==> src/rtl/fxu_reservation_station_if.sv <==
// rtl/fxu_reservation_station_if.sv - dispatch, CDB and issue signal bundle for the FXU reservation station
interface fxu_reservation_station_if #(
  parameter int TAG_W  = 4,
  parameter int DATA_W = 16
);
  logic              in_valid;
  logic [TAG_W-1:0]  in_rob_idx;
  logic [3:0]        in_opcode;
  logic [7:0]        in_imm;
  logic              in_a_valid;
  logic [DATA_W-1:0] in_a_value;
  logic [TAG_W-1:0]  in_a_owner;
  logic              in_b_valid;
  logic [DATA_W-1:0] in_b_value;
  logic [TAG_W-1:0]  in_b_owner;
  logic              cdb_valid;
  logic [TAG_W-1:0]  cdb_tag;
  logic [DATA_W-1:0] cdb_value;
  logic              flush;
  logic              full;
  logic              issue_valid;
  logic              issue_ready;
  logic [TAG_W-1:0]  issue_rob_idx;
  logic [3:0]        issue_opcode;
  logic [7:0]        issue_imm;
  logic [DATA_W-1:0] issue_a_value;
  logic [DATA_W-1:0] issue_b_value;

  modport master (
    output in_valid, in_rob_idx, in_opcode, in_imm,
           in_a_valid, in_a_value, in_a_owner,
           in_b_valid, in_b_value, in_b_owner,
           cdb_valid, cdb_tag, cdb_value, flush, issue_ready,
    input  full, issue_valid, issue_rob_idx, issue_opcode, issue_imm,
           issue_a_value, issue_b_value
  );

  modport slave (
    input  in_valid, in_rob_idx, in_opcode, in_imm,
           in_a_valid, in_a_value, in_a_owner,
           in_b_valid, in_b_value, in_b_owner,
           cdb_valid, cdb_tag, cdb_value, flush, issue_ready,
    output full, issue_valid, issue_rob_idx, issue_opcode, issue_imm,
           issue_a_value, issue_b_value
  );
endinterface

==> src/rtl/fxu_reservation_station.sv <==
// rtl/fxu_reservation_station.sv - age-ordered compacting reservation station with CDB wakeup and oldest-ready issue
module fxu_reservation_station #(
  parameter int DEPTH  = 4,
  parameter int TAG_W  = 4,
  parameter int DATA_W = 16
) (
  input logic                   clk,
  input logic                   reset,
  fxu_reservation_station_if.slave rs
);
  localparam int CNT_W = $clog2(DEPTH + 1);
  localparam int SEL_W = $clog2(DEPTH);

  typedef struct packed {
    logic              busy;
    logic [TAG_W-1:0]  rob_idx;
    logic [3:0]        opcode;
    logic [7:0]        imm;
    logic              a_valid;
    logic [DATA_W-1:0] a_value;
    logic [TAG_W-1:0]  a_owner;
    logic              b_valid;
    logic [DATA_W-1:0] b_value;
    logic [TAG_W-1:0]  b_owner;
  } entry_t;

  entry_t           slot_q [DEPTH];
  entry_t           woke   [DEPTH];
  entry_t           slot_d [DEPTH];
  entry_t           new_entry;
  logic [CNT_W-1:0] count_q;
  logic [CNT_W-1:0] count_d;
  logic [CNT_W-1:0] push_idx;
  logic [DEPTH-1:0] ready;
  logic [SEL_W-1:0] sel;
  logic             any_ready;
  logic             full;
  logic             push;
  logic             pop;

  // Captures a broadcast result into whichever operands of a live entry are waiting on that tag.
  function automatic entry_t wake(entry_t e, logic cv, logic [TAG_W-1:0] tag, logic [DATA_W-1:0] val);
    entry_t r;
    r = e;
    if (cv && e.busy && !e.a_valid && e.a_owner == tag) begin
      r.a_valid = 1'b1;
      r.a_value = val;
    end
    if (cv && e.busy && !e.b_valid && e.b_owner == tag) begin
      r.b_valid = 1'b1;
      r.b_value = val;
    end
    return r;
  endfunction

  assign full = (count_q == CNT_W'(DEPTH));

  always_comb begin
    ready = '0;
    for (int i = 0; i < DEPTH; i++) begin
      ready[i] = slot_q[i].busy & slot_q[i].a_valid & slot_q[i].b_valid;
    end
  end

  always_comb begin
    sel = '0;
    for (int i = DEPTH - 1; i >= 0; i--) begin
      if (ready[i]) sel = SEL_W'(i);
    end
  end

  assign any_ready = |ready;
  assign push      = rs.in_valid & ~full & ~rs.flush;
  assign pop       = any_ready & rs.issue_ready & ~rs.flush;

  assign rs.full          = full;
  assign rs.issue_valid   = any_ready;
  assign rs.issue_rob_idx = any_ready ? slot_q[sel].rob_idx : '0;
  assign rs.issue_opcode  = any_ready ? slot_q[sel].opcode  : '0;
  assign rs.issue_imm     = any_ready ? slot_q[sel].imm     : '0;
  assign rs.issue_a_value = any_ready ? slot_q[sel].a_value : '0;
  assign rs.issue_b_value = any_ready ? slot_q[sel].b_value : '0;

  always_comb begin
    new_entry         = '0;
    new_entry.busy    = 1'b1;
    new_entry.rob_idx = rs.in_rob_idx;
    new_entry.opcode  = rs.in_opcode;
    new_entry.imm     = rs.in_imm;
    new_entry.a_valid = rs.in_a_valid;
    new_entry.a_value = rs.in_a_valid ? rs.in_a_value : '0;
    new_entry.a_owner = rs.in_a_owner;
    new_entry.b_valid = rs.in_b_valid;
    new_entry.b_value = rs.in_b_valid ? rs.in_b_value : '0;
    new_entry.b_owner = rs.in_b_owner;
    new_entry         = wake(new_entry, rs.cdb_valid, rs.cdb_tag, rs.cdb_value);

    for (int i = 0; i < DEPTH; i++) begin
      woke[i] = wake(slot_q[i], rs.cdb_valid, rs.cdb_tag, rs.cdb_value);
    end

    // Entries at and above the popped slot take their younger neighbour, wakeups included.
    for (int i = 0; i < DEPTH - 1; i++) begin
      slot_d[i] = (pop && SEL_W'(i) >= sel) ? woke[i + 1] : woke[i];
    end
    slot_d[DEPTH-1] = pop ? '0 : woke[DEPTH-1];

    push_idx = count_q - CNT_W'(pop);
    for (int i = 0; i < DEPTH; i++) begin
      if (push && push_idx == CNT_W'(i)) slot_d[i] = new_entry;
    end

    count_d = count_q + CNT_W'(push) - CNT_W'(pop);
  end

  always_ff @(posedge clk) begin
    if (reset || rs.flush) begin
      count_q <= '0;
      for (int i = 0; i < DEPTH; i++) slot_q[i] <= '0;
    end else begin
      count_q <= count_d;
      for (int i = 0; i < DEPTH; i++) slot_q[i] <= slot_d[i];
    end
  end
endmodule

==> src/flat_wrapper.sv <==
// flat-port wrapper written by rule: the top's interface ports become plain ports
module fxu_reservation_station_flat 
#(
  parameter int DEPTH  = 4,
  parameter int TAG_W  = 4,
  parameter int DATA_W = 16
)
  (clk, reset, rs_in_valid, rs_in_rob_idx, rs_in_opcode, rs_in_imm, rs_in_a_valid, rs_in_a_value, rs_in_a_owner, rs_in_b_valid, rs_in_b_value, rs_in_b_owner, rs_cdb_valid, rs_cdb_tag, rs_cdb_value, rs_flush, rs_issue_ready, rs_full, rs_issue_valid, rs_issue_rob_idx, rs_issue_opcode, rs_issue_imm, rs_issue_a_value, rs_issue_b_value);
  fxu_reservation_station_if #(.TAG_W(TAG_W), .DATA_W(DATA_W)) rs_i ();
  input logic clk;
  input logic reset;
  input wire logic [$bits(rs_i.in_valid)-1:0] rs_in_valid;
  input wire logic [$bits(rs_i.in_rob_idx)-1:0] rs_in_rob_idx;
  input wire logic [$bits(rs_i.in_opcode)-1:0] rs_in_opcode;
  input wire logic [$bits(rs_i.in_imm)-1:0] rs_in_imm;
  input wire logic [$bits(rs_i.in_a_valid)-1:0] rs_in_a_valid;
  input wire logic [$bits(rs_i.in_a_value)-1:0] rs_in_a_value;
  input wire logic [$bits(rs_i.in_a_owner)-1:0] rs_in_a_owner;
  input wire logic [$bits(rs_i.in_b_valid)-1:0] rs_in_b_valid;
  input wire logic [$bits(rs_i.in_b_value)-1:0] rs_in_b_value;
  input wire logic [$bits(rs_i.in_b_owner)-1:0] rs_in_b_owner;
  input wire logic [$bits(rs_i.cdb_valid)-1:0] rs_cdb_valid;
  input wire logic [$bits(rs_i.cdb_tag)-1:0] rs_cdb_tag;
  input wire logic [$bits(rs_i.cdb_value)-1:0] rs_cdb_value;
  input wire logic [$bits(rs_i.flush)-1:0] rs_flush;
  input wire logic [$bits(rs_i.issue_ready)-1:0] rs_issue_ready;
  output wire logic [$bits(rs_i.full)-1:0] rs_full;
  output wire logic [$bits(rs_i.issue_valid)-1:0] rs_issue_valid;
  output wire logic [$bits(rs_i.issue_rob_idx)-1:0] rs_issue_rob_idx;
  output wire logic [$bits(rs_i.issue_opcode)-1:0] rs_issue_opcode;
  output wire logic [$bits(rs_i.issue_imm)-1:0] rs_issue_imm;
  output wire logic [$bits(rs_i.issue_a_value)-1:0] rs_issue_a_value;
  output wire logic [$bits(rs_i.issue_b_value)-1:0] rs_issue_b_value;
  assign rs_i.in_valid = rs_in_valid;
  assign rs_i.in_rob_idx = rs_in_rob_idx;
  assign rs_i.in_opcode = rs_in_opcode;
  assign rs_i.in_imm = rs_in_imm;
  assign rs_i.in_a_valid = rs_in_a_valid;
  assign rs_i.in_a_value = rs_in_a_value;
  assign rs_i.in_a_owner = rs_in_a_owner;
  assign rs_i.in_b_valid = rs_in_b_valid;
  assign rs_i.in_b_value = rs_in_b_value;
  assign rs_i.in_b_owner = rs_in_b_owner;
  assign rs_i.cdb_valid = rs_cdb_valid;
  assign rs_i.cdb_tag = rs_cdb_tag;
  assign rs_i.cdb_value = rs_cdb_value;
  assign rs_i.flush = rs_flush;
  assign rs_i.issue_ready = rs_issue_ready;
  assign rs_full = rs_i.full;
  assign rs_issue_valid = rs_i.issue_valid;
  assign rs_issue_rob_idx = rs_i.issue_rob_idx;
  assign rs_issue_opcode = rs_i.issue_opcode;
  assign rs_issue_imm = rs_i.issue_imm;
  assign rs_issue_a_value = rs_i.issue_a_value;
  assign rs_issue_b_value = rs_i.issue_b_value;
  fxu_reservation_station #(.DEPTH(DEPTH), .TAG_W(TAG_W), .DATA_W(DATA_W)) u_core (.clk(clk), .reset(reset), .rs(rs_i));
endmodule
==> config.mk <==
export PLATFORM = sky130hd
export DESIGN_NAME = fxu_reservation_station_flat
export DESIGN_NICKNAME = d
export VERILOG_FILES = /design/src/rtl/fxu_reservation_station_if.sv /design/src/rtl/fxu_reservation_station.sv /design/src/flat_wrapper.sv
export SDC_FILE = /design/constraint.sdc
export NUM_CORES = 1
export LEC_CHECK = 0
export BUFFER_PORTS_ARGS = -buffer_cell sky130_fd_sc_hd__buf_2
export CAP_MARGIN = 40
export CORE_ASPECT_RATIO = 0.5
export CORE_MARGIN = 8
export CORE_UTILIZATION = 65
export DETAILED_ROUTE_END_ITERATION = 16
export GPL_TIMING_DRIVEN = 0
export MAX_ROUTING_LAYER = met4
export PLACE_DENSITY_LB_ADDON = 0.05
export SYNTH_ARGS = -nofsm -noshare
export SYNTH_HDL_FRONTEND = slang
export SYNTH_SLANG_ARGS = --single-unit
==> constraint.sdc <==
create_clock -name clk -period 5.4 [get_ports clk]
set_input_delay 0.27 -clock clk [delete_from_list [all_inputs] [get_ports clk]]
set_output_delay 0.27 -clock clk [all_outputs]
set_load 0.005 [all_outputs]
==> results.py, run 1 <==
metrics = {
    "outcome": {
        "status": "completed",
    },
    "route": {
        "drtAntennaViolNets": 0,
        "top_layer_used": "met4",
        "dr_wl_met3_mm": 9.96,
        "wirelength_met1_mm": 21.2,
        "via_per_inst": 7.49,
        "drc": 0,
        "wirelength_mm": 58.9,
        "dr.pass1.iters": 7,
        "wl_per_cell_um": 27.4,
        "drt_iter0_markers": 3048,
        "route.met2.wl_mm": 24.1,
        "vias": 16100,
    },
    "floorplan": {
        "fp.dieW_um": 223,
        "rows": 37,
        "core_um2": 20800,
        "initial_core_util_pct": 66.9,
        "pin_count": 134,
        "die_h_um": 119,
        "die_area_um2": 26600,
    },
    "cts": {
        "cts-root-buf": "clkbuf_16",
        "cts.sink_count": 239,
        "cts_hold_buf": 0,
        "tritoncts": "built",
        "cts_setup_buffers": 0,
        "htree_num_levels": 1,
        "numCtsBuffers": 22,
        "clk_pin_slew_ns": 0.07,
        "cts_buffer_depth": 3,
        "ctsResizeCount": 0,
        "clock_latency_ns": 0.54,
    },
    "grt": {
        "track_usage_pct": 43.1,
        "grt_pass1_vias": 15800,
        "grt_max_degree": 16,
        "grt_pass1_wl_mm": 89.1,
        "grt_antenna_before_repair": 2,
        "grt_overflow": 0,
    },
    "synthesis": {
        "syn_nets": 1807,
        "synth.distinct_cells": 60,
        "synth_area_per_cell_um2": 8.10,
        "synth_edf_count": 0,
        "syn_area_um2": 13900,
        "synthFlopType": "dfxtp_1",
        "synth-seq-cells": 239,
        "yosysWarnings": 0,
        "syn_inst": 1717,
        "synth-async-reset-ratio_pct": 0,
        "ys_seq_area_share_pct": 34.4,
    },
    "sta": {
        "finClkSkew_ns": 0.00764,
        "worst_slew_pin_slew_ns": 0.940,
        "final.min_clock_period_ns": 3.91,
        "timing.fmax_ghz": 0.255,
        "rsz0062_at_grt": "no",
        "finalHoldViolCount": 0,
        "final_max_slew_viol_count": 0,
        "setup_viol": 0,
        "slew_headroom_pct": 37.3,
        "min_period_over_period_pct": 72.5,
        "tns_ns": 0,
    },
    "critical_path": {
        "worstReg2RegEnd": "u_core.slot_q[0][40]$_SDFFE_PP0P_",
        "reg2reg_depth": 12,
        "reg2reg_slack_ns": 1.49,
        "cp.required_ns": 5.86,
        "end_kind": "register",
        "timing.rr.start": "u_core.slot_q[3][58]$_SDFFE_PP0P_",
        "worstPathArrival_ns": 4.37,
        "crit_type": "reg2reg",
        "crit_fanout": 10,
        "crit_path_start_kind": "register",
    },
    "flow_run": {
        "maxCapViolCount": 0,
    },
    "final_layout": {
        "syn_to_final_growth_pct": 12.4,
        "fin_nets": 1948,
        "final_cell_mix": "nand2_1 (281), dfxtp_1 (239), buf_2 (164)",
        "mostFrequentLayoutCell": "nand2_1",
        "drive_gt1_share_pct": 13.9,
    },
    "power": {
        "power_uw": 3790,
        "p_leak_uw": 0.00576,
        "worst_ir_drop_vdd_v": 0.000230,
        "powerDensity_nw_per_um2": 242,
    },
    "hold_path": {
        "holdCritStartpoint": "rs_in_opcode[2]",
        "whs_endpoint": "u_core.slot_q[3][52]$_SDFFE_PP0P_",
        "min_path_type": "in2reg",
        "holdPathStages": 3,
    },
    "place": {
        "io_buffers": 113,
        "dp_hpwl_mm": 41.8,
        "gp_congestion": 1.09,
    },
}
critical path: stages (launching register included):
cell	delay, ns
dfxtp_1	0.43
nand3_1	0.17
a41o_1	0.27
buf_2	0.20
inv_1	0.14
ha_1	0.21
ha_1	0.27
o211a_4	0.23
o2111ai_2	0.34
nor2_1	0.66
clkbuf_1	0.66
a32oi_1	0.10
o21ai_1	0.14
cell families after synthesis:
group | after synthesis | synth area share, %
XOR/XNOR | 43 | 2.71
AO/OA/AOI/OAI | 598 | 31.1
adder cells (fa/ha/maj) | 6 | 0.594
flip-flops | 239 | 34.4
multiplexers | 80 | 5.76
buffers and inverters | 187 | 6.19
AND/OR/NAND/NOR | 564 | 19.2
registers in the layout (all words and copies together), names as in the netlist:
signal and count:
u_core.slot_q 236, u_core.count_q 3
per-layer routing:
metal,up-vias,global-route usage [%]
li1,6684,-
met1,7473,52.1
met2,1562,61.4
met3,360,17.3
met4,0,22.3
met5,-,-
power breakdown:
group | internal, µW | total [µW] | switching [µW]
Combinational | 78.5 | 302 | 223
Clock | 971 | 1700 | 731
Sequential | 1770 | 1780 | 9.15
how the worst max path moves through the flow:
| stage | startpoint | cells after the start | endpoint | slack, ns |
|---|---|---|---|---|
| after global routing | u_core.slot_q[1][41]$_SDFF_PP0_ | 12 | u_core.slot_q[0][15]$_SDFFE_PP0P_ | 1.42 |
| after CTS | u_core.slot_q[3][58]$_SDFFE_PP0P_ | 12 | u_core.slot_q[0][39]$_SDFFE_PP0P_ | 1.77 |
| after floorplan | u_core.slot_q[1][41]$_SDFF_PP0_ | 13 | u_core.slot_q[0][10]$_SDFFE_PP0P_ | 2.83 |
| final | u_core.slot_q[3][58]$_SDFFE_PP0P_ | 12 | u_core.slot_q[0][40]$_SDFFE_PP0P_ | 1.49 |
| after detailed placement | rs_flush | 13 | u_core.slot_q[0][34]$_SDFFE_PP0P_ | 1.65 |
| after global placement | rs_flush | 13 | u_core.slot_q[0][37]$_SDFFE_PP0P_ | 1.82 |
cell type report:
class                   count  area, µm²
multi-input cells        1291       8260
flip-flops and latches    239       4780
well taps                 273        342
clock inverters             2       60.1
repair buffers            117        618
inverters                  10       37.5
fillers                  1536       5160
plain buffers             177        823
clock buffers              36        694
diodes                      2       5.00
cell usage after synthesis, drive strengths merged (2+ instances only):
cell type  instances  share of area (%)
nand2b             4               0.18
or3                2              0.090
xnor2              9               0.57
and3              86                3.9
a21oi             97                3.7
o32ai              2               0.18
o221ai            16                1.0
o2111ai           19                1.4
inv               10               0.27
o31ai             32                1.7
a21boi            16               0.86
clkbuf            99                2.7
o211ai            17               0.92
a32o              33                2.4
and2              23                1.0
nand2            284                7.7
a22oi             49                2.6
ha                 5               0.45
o21ai            106                3.9
dfxtp            239                 34
o22ai              2              0.090
nor2              87                2.5
a21o              16               0.86
or2                4               0.18
buf               78                3.2
a31oi              2              0.090
a211oi            64                3.5
a311oi            72                4.5
o21bai            16               0.86
nor3b              2               0.18
a32oi             32                2.0
nand3             47                1.7
nor3              20                1.6
nor2b              4               0.18
mux2i             80                5.8
xor2              34                2.1
per-stage QoR:
stage	area [µm²]	hold WS [ns]	utilization, %	std cells	setup WS (ns)
after floorplan	13900	0.406	-	1717	2.83
after global placement	14800	0.467	71.3	2103	1.82
after detailed placement	14900	0.473	71.5	2106	1.65
after CTS	15600	0.00933	75.1	2144	1.77
after global routing	15600	0.0213	75.2	2147	1.42
final	15600	0.0106	75.2	2147	1.49
No activity file was read; power rests on OpenSTA's default activity.
==> run 2: changes to the inputs <==
--- a/config.mk
+++ b/config.mk
@@ -9,7 +9,7 @@
 export CAP_MARGIN = 40
 export CORE_ASPECT_RATIO = 0.5
 export CORE_MARGIN = 8
-export CORE_UTILIZATION = 65
+export CORE_UTILIZATION = 54
 export DETAILED_ROUTE_END_ITERATION = 16
 export GPL_TIMING_DRIVEN = 0
 export MAX_ROUTING_LAYER = met4
==> constraint.sdc (replaced) <==
create_clock -name clk -period 3.4 [get_ports clk]
set_input_delay 0.17 -clock clk [delete_from_list [all_inputs] [get_ports clk]]
set_output_delay 0.17 -clock clk [all_outputs]
set_load 0.005 [all_outputs]
==> run 2 against run 1 <==
Effect of this change: cell area rose by 2.9%; register-to-register slack got worse by 1.5 ns; clock skew rose by 0.0048 ns; die area rose by 18%; routed wire length rose by 2.3%; critical path depth did not move; global-route usage fell by 6.0 points; non-clock buffer count rose by 27; highest routed layer unchanged; power rose by 58%; sequential cell count did not move.
==> results.py, run 2 (synthesis results as in run 1) <==
metrics = {
    "outcome": {
        "status": "completed",
    },
    "hold_path": {
        "holdCritStartpoint": "rs_cdb_value[15]",
        "whs_endpoint": "u_core.slot_q[0][19]$_SDFFE_PP0P_",
        "min_path_type": "in2reg",
        "holdPathStages": 3,
    },
    "grt": {
        "grt_max_degree": 20,
        "grt_overflow": 0,
        "grt_pass1_vias": 15200,
        "grt_antenna_before_repair": 2,
        "grt_pass1_wl_mm": 89.3,
        "track_usage_pct": 37.1,
    },
    "final_layout": {
        "final_cell_mix": "nand2_1 (280), dfxtp_1 (237), buf_2 (162)",
        "largest_reg_flops": 236,
        "reg_top3": "u_core.slot_q: 236 flops, u_core.count_q: 3 flops",
        "regArea_um2": 4790,
        "mostFrequentLayoutCell": "nand2_1",
        "syn_to_final_growth_pct": 15.6,
        "regMostFlops": "u_core.slot_q",
        "drive_gt1_share_pct": 15.7,
        "multiInputGateArea_um2": 8330,
        "fillers": 2285,
        "fin_nets": 1976,
        "fin_area_um2": 16100,
    },
    "power": {
        "p_seq_share_pct": 47.2,
        "p_int_uw": 4430,
        "powerDensity_nw_per_um2": 373,
        "pwr-share-clk_pct": 44.4,
        "power.switching_uw": 1570,
        "p_leak_uw": 0.00596,
        "swShare_pct": 26.2,
        "worst_ir_drop_vdd_v": 0.000354,
        "p_comb_share_pct": 8.4,
    },
    "route": {
        "dr.pass1.iters": 6,
        "drc": 0,
        "vias": 15700,
        "wl_per_cell_um": 26.8,
        "via_per_inst": 6.98,
        "drt_iter0_markers": 2112,
        "drtAntennaViolNets": 0,
        "wirelength_mm": 60.3,
    },
    "critical_path": {
        "cp.buffers_inverters": 3,
        "max_stage_delay_ns": 0.44,
        "timing.rr.start": "u_core.slot_q[3][58]$_SDFFE_PP0P_",
        "crit_type": "reg2reg",
        "crit_path_start_kind": "register",
        "crit_fanout": 10,
        "end_kind": "register",
        "cp.required_ns": 3.86,
        "startpoint": "u_core.slot_q[3][58]$_SDFFE_PP0P_",
        "cpLargestDelayFamily": "compound AO/OA/AOI/OAI gates",
        "worstPathArrival_ns": 3.85,
        "worstReg2RegEnd": "u_core.slot_q[0][4]$_SDFFE_PP0P_",
        "path_cells": "nand3_1, a41o_1, buf_2, inv_2, ha_1, ha_2, o211a_4, o2111ai_4, nor2_2, clkbuf_2, a32oi_1, o21ai_0",
        "reg2reg_slack_ns": 0.009,
        "reg2reg_depth": 12,
        "worst_path_max_delay_cell": "dfxtp_1",
    },
    "cts": {
        "htree_num_levels": 1,
        "cts-root-buf": "clkbuf_16",
        "cts.sink_count": 239,
        "clk_pin_slew_ns": 0.07,
        "clock_latency_ns": 0.55,
        "tritoncts": "built",
        "cts_buffer_depth": 3,
        "numCtsBuffers": 23,
    },
    "sta": {
        "finalHoldViolCount": 0,
        "setup_viol": 0,
        "final.min_clock_period_ns": 3.39,
        "min_period_over_period_pct": 99.7,
        "setup_slack_ns": 0.00932,
        "slew_headroom_pct": 42.0,
        "final_max_slew_viol_count": 0,
        "finClkSkew_ns": 0.0124,
        "worst_slew_pin_slew_ns": 0.866,
        "timing.fmax_ghz": 0.295,
    },
    "floorplan": {
        "rows": 41,
        "pin_count": 134,
        "die_h_um": 129,
        "core_um2": 25200,
        "die_area_um2": 31500,
        "fp.dieW_um": 243,
        "initial_core_util_pct": 55.1,
    },
    "place": {
        "preCtsSetupSlack_ns": -0.434,
        "gp_congestion": 1.05,
        "io_buffers": 113,
        "placed_area_um2": 15000,
        "dp_hpwl_mm": 42.9,
    },
    "flow_run": {
        "maxCapViolCount": 0,
    },
}
[run 2: cell types whose count changed in the layout (fill, tap and decap cells not counted), sizes merged]
cell         previous run  this run
buf                   195       199
diode                   2         3
inv                    10        11
clkinv                  0         4
clkbuf                135       130
dlygate4sd3             0        24
[run 2: layer usage]
metal  up-vias  global-route usage [%]  wire length [µm]
met5         -                       -                 0
met3       221                    11.3              8630
li1       6747                       -                 -
met2      1189                    55.1             25500
met1      7527                    46.6             23500
met4         0                    15.9              2630
[run 2: how the worst max path moves through the flow]
stage / to / slack [ns] / depth (start not counted)
after floorplan: u_core.slot_q[0][10]$_SDFFE_PP0P_ / 0.83 / 13
after global placement: u_core.slot_q[0][39]$_SDFFE_PP0P_ / -0.21 / 13
after detailed placement: u_core.slot_q[0][4]$_SDFFE_PP0P_ / -0.43 / 12
after CTS: u_core.slot_q[0][39]$_SDFFE_PP0P_ / -0.02 / 13
after global routing: u_core.slot_q[3][52]$_SDFFE_PP0P_ / -0.01 / 14
final: u_core.slot_q[0][4]$_SDFFE_PP0P_ / 0.009 / 12
[run 2: cell type report]
type / count / area share, %
Antenna cell: 3 / 0.0467
Buffer: 176 / 5.35
Clock buffer: 32 / 3.98
Clock inverter: 7 / 0.553
Inverter: 10 / 0.233
Multi-Input combinational cell: 1291 / 51.8
Sequential cell: 239 / 29.8
Tap cell: 344 / 2.68
Timing Repair Buffer: 145 / 5.60
[run 2: timing repair]
action                                  in CTS  in global routing
hold buffers                                24                  0
cloned                                       0                  0
setup buffers                                1                  2
endpoints found under the setup margin     136                207
resized for setup                           29                 19
hold endpoints to repair                    96                  0
pin swaps                                    1                  0
[run 2: worst min-delay path, cell delays in order]
cell     delay (ns)
buf_2          0.17
mux2i_1        0.14
o21ai_1        0.06
[run 2: power by group through the flow]
stage                     clock network [µW]  registers (µW)  logic (µW)
final                                   2660            2830         502
after detailed placement                   0            2900         450
after floorplan                            0            2890         244
after global placement                     0            2890         439
after CTS                               2640            2830         477
after global routing                    2750            2830         516
[run 2: metrics by stage]
stage / cells / hold slack, ns / power [µW] / utilization, % / TNS [ns]
6_report: 2247 / 0.0401 / 6000 / 63.7 / 0
5_1_grt: 2245 / 0.0481 / 6100 / 63.7 / -0.0277
4_1_cts: 2241 / 0.0321 / 5950 / 63.5 / -0.121
3_5_place_dp: 2178 / 0.457 / 3350 / 59.3 / -23.85
3_3_place_gp: 2174 / 0.449 / 3330 / 59.0 / -10.15
2_1_floorplan: 1717 / 0.306 / 3140 / - / 0
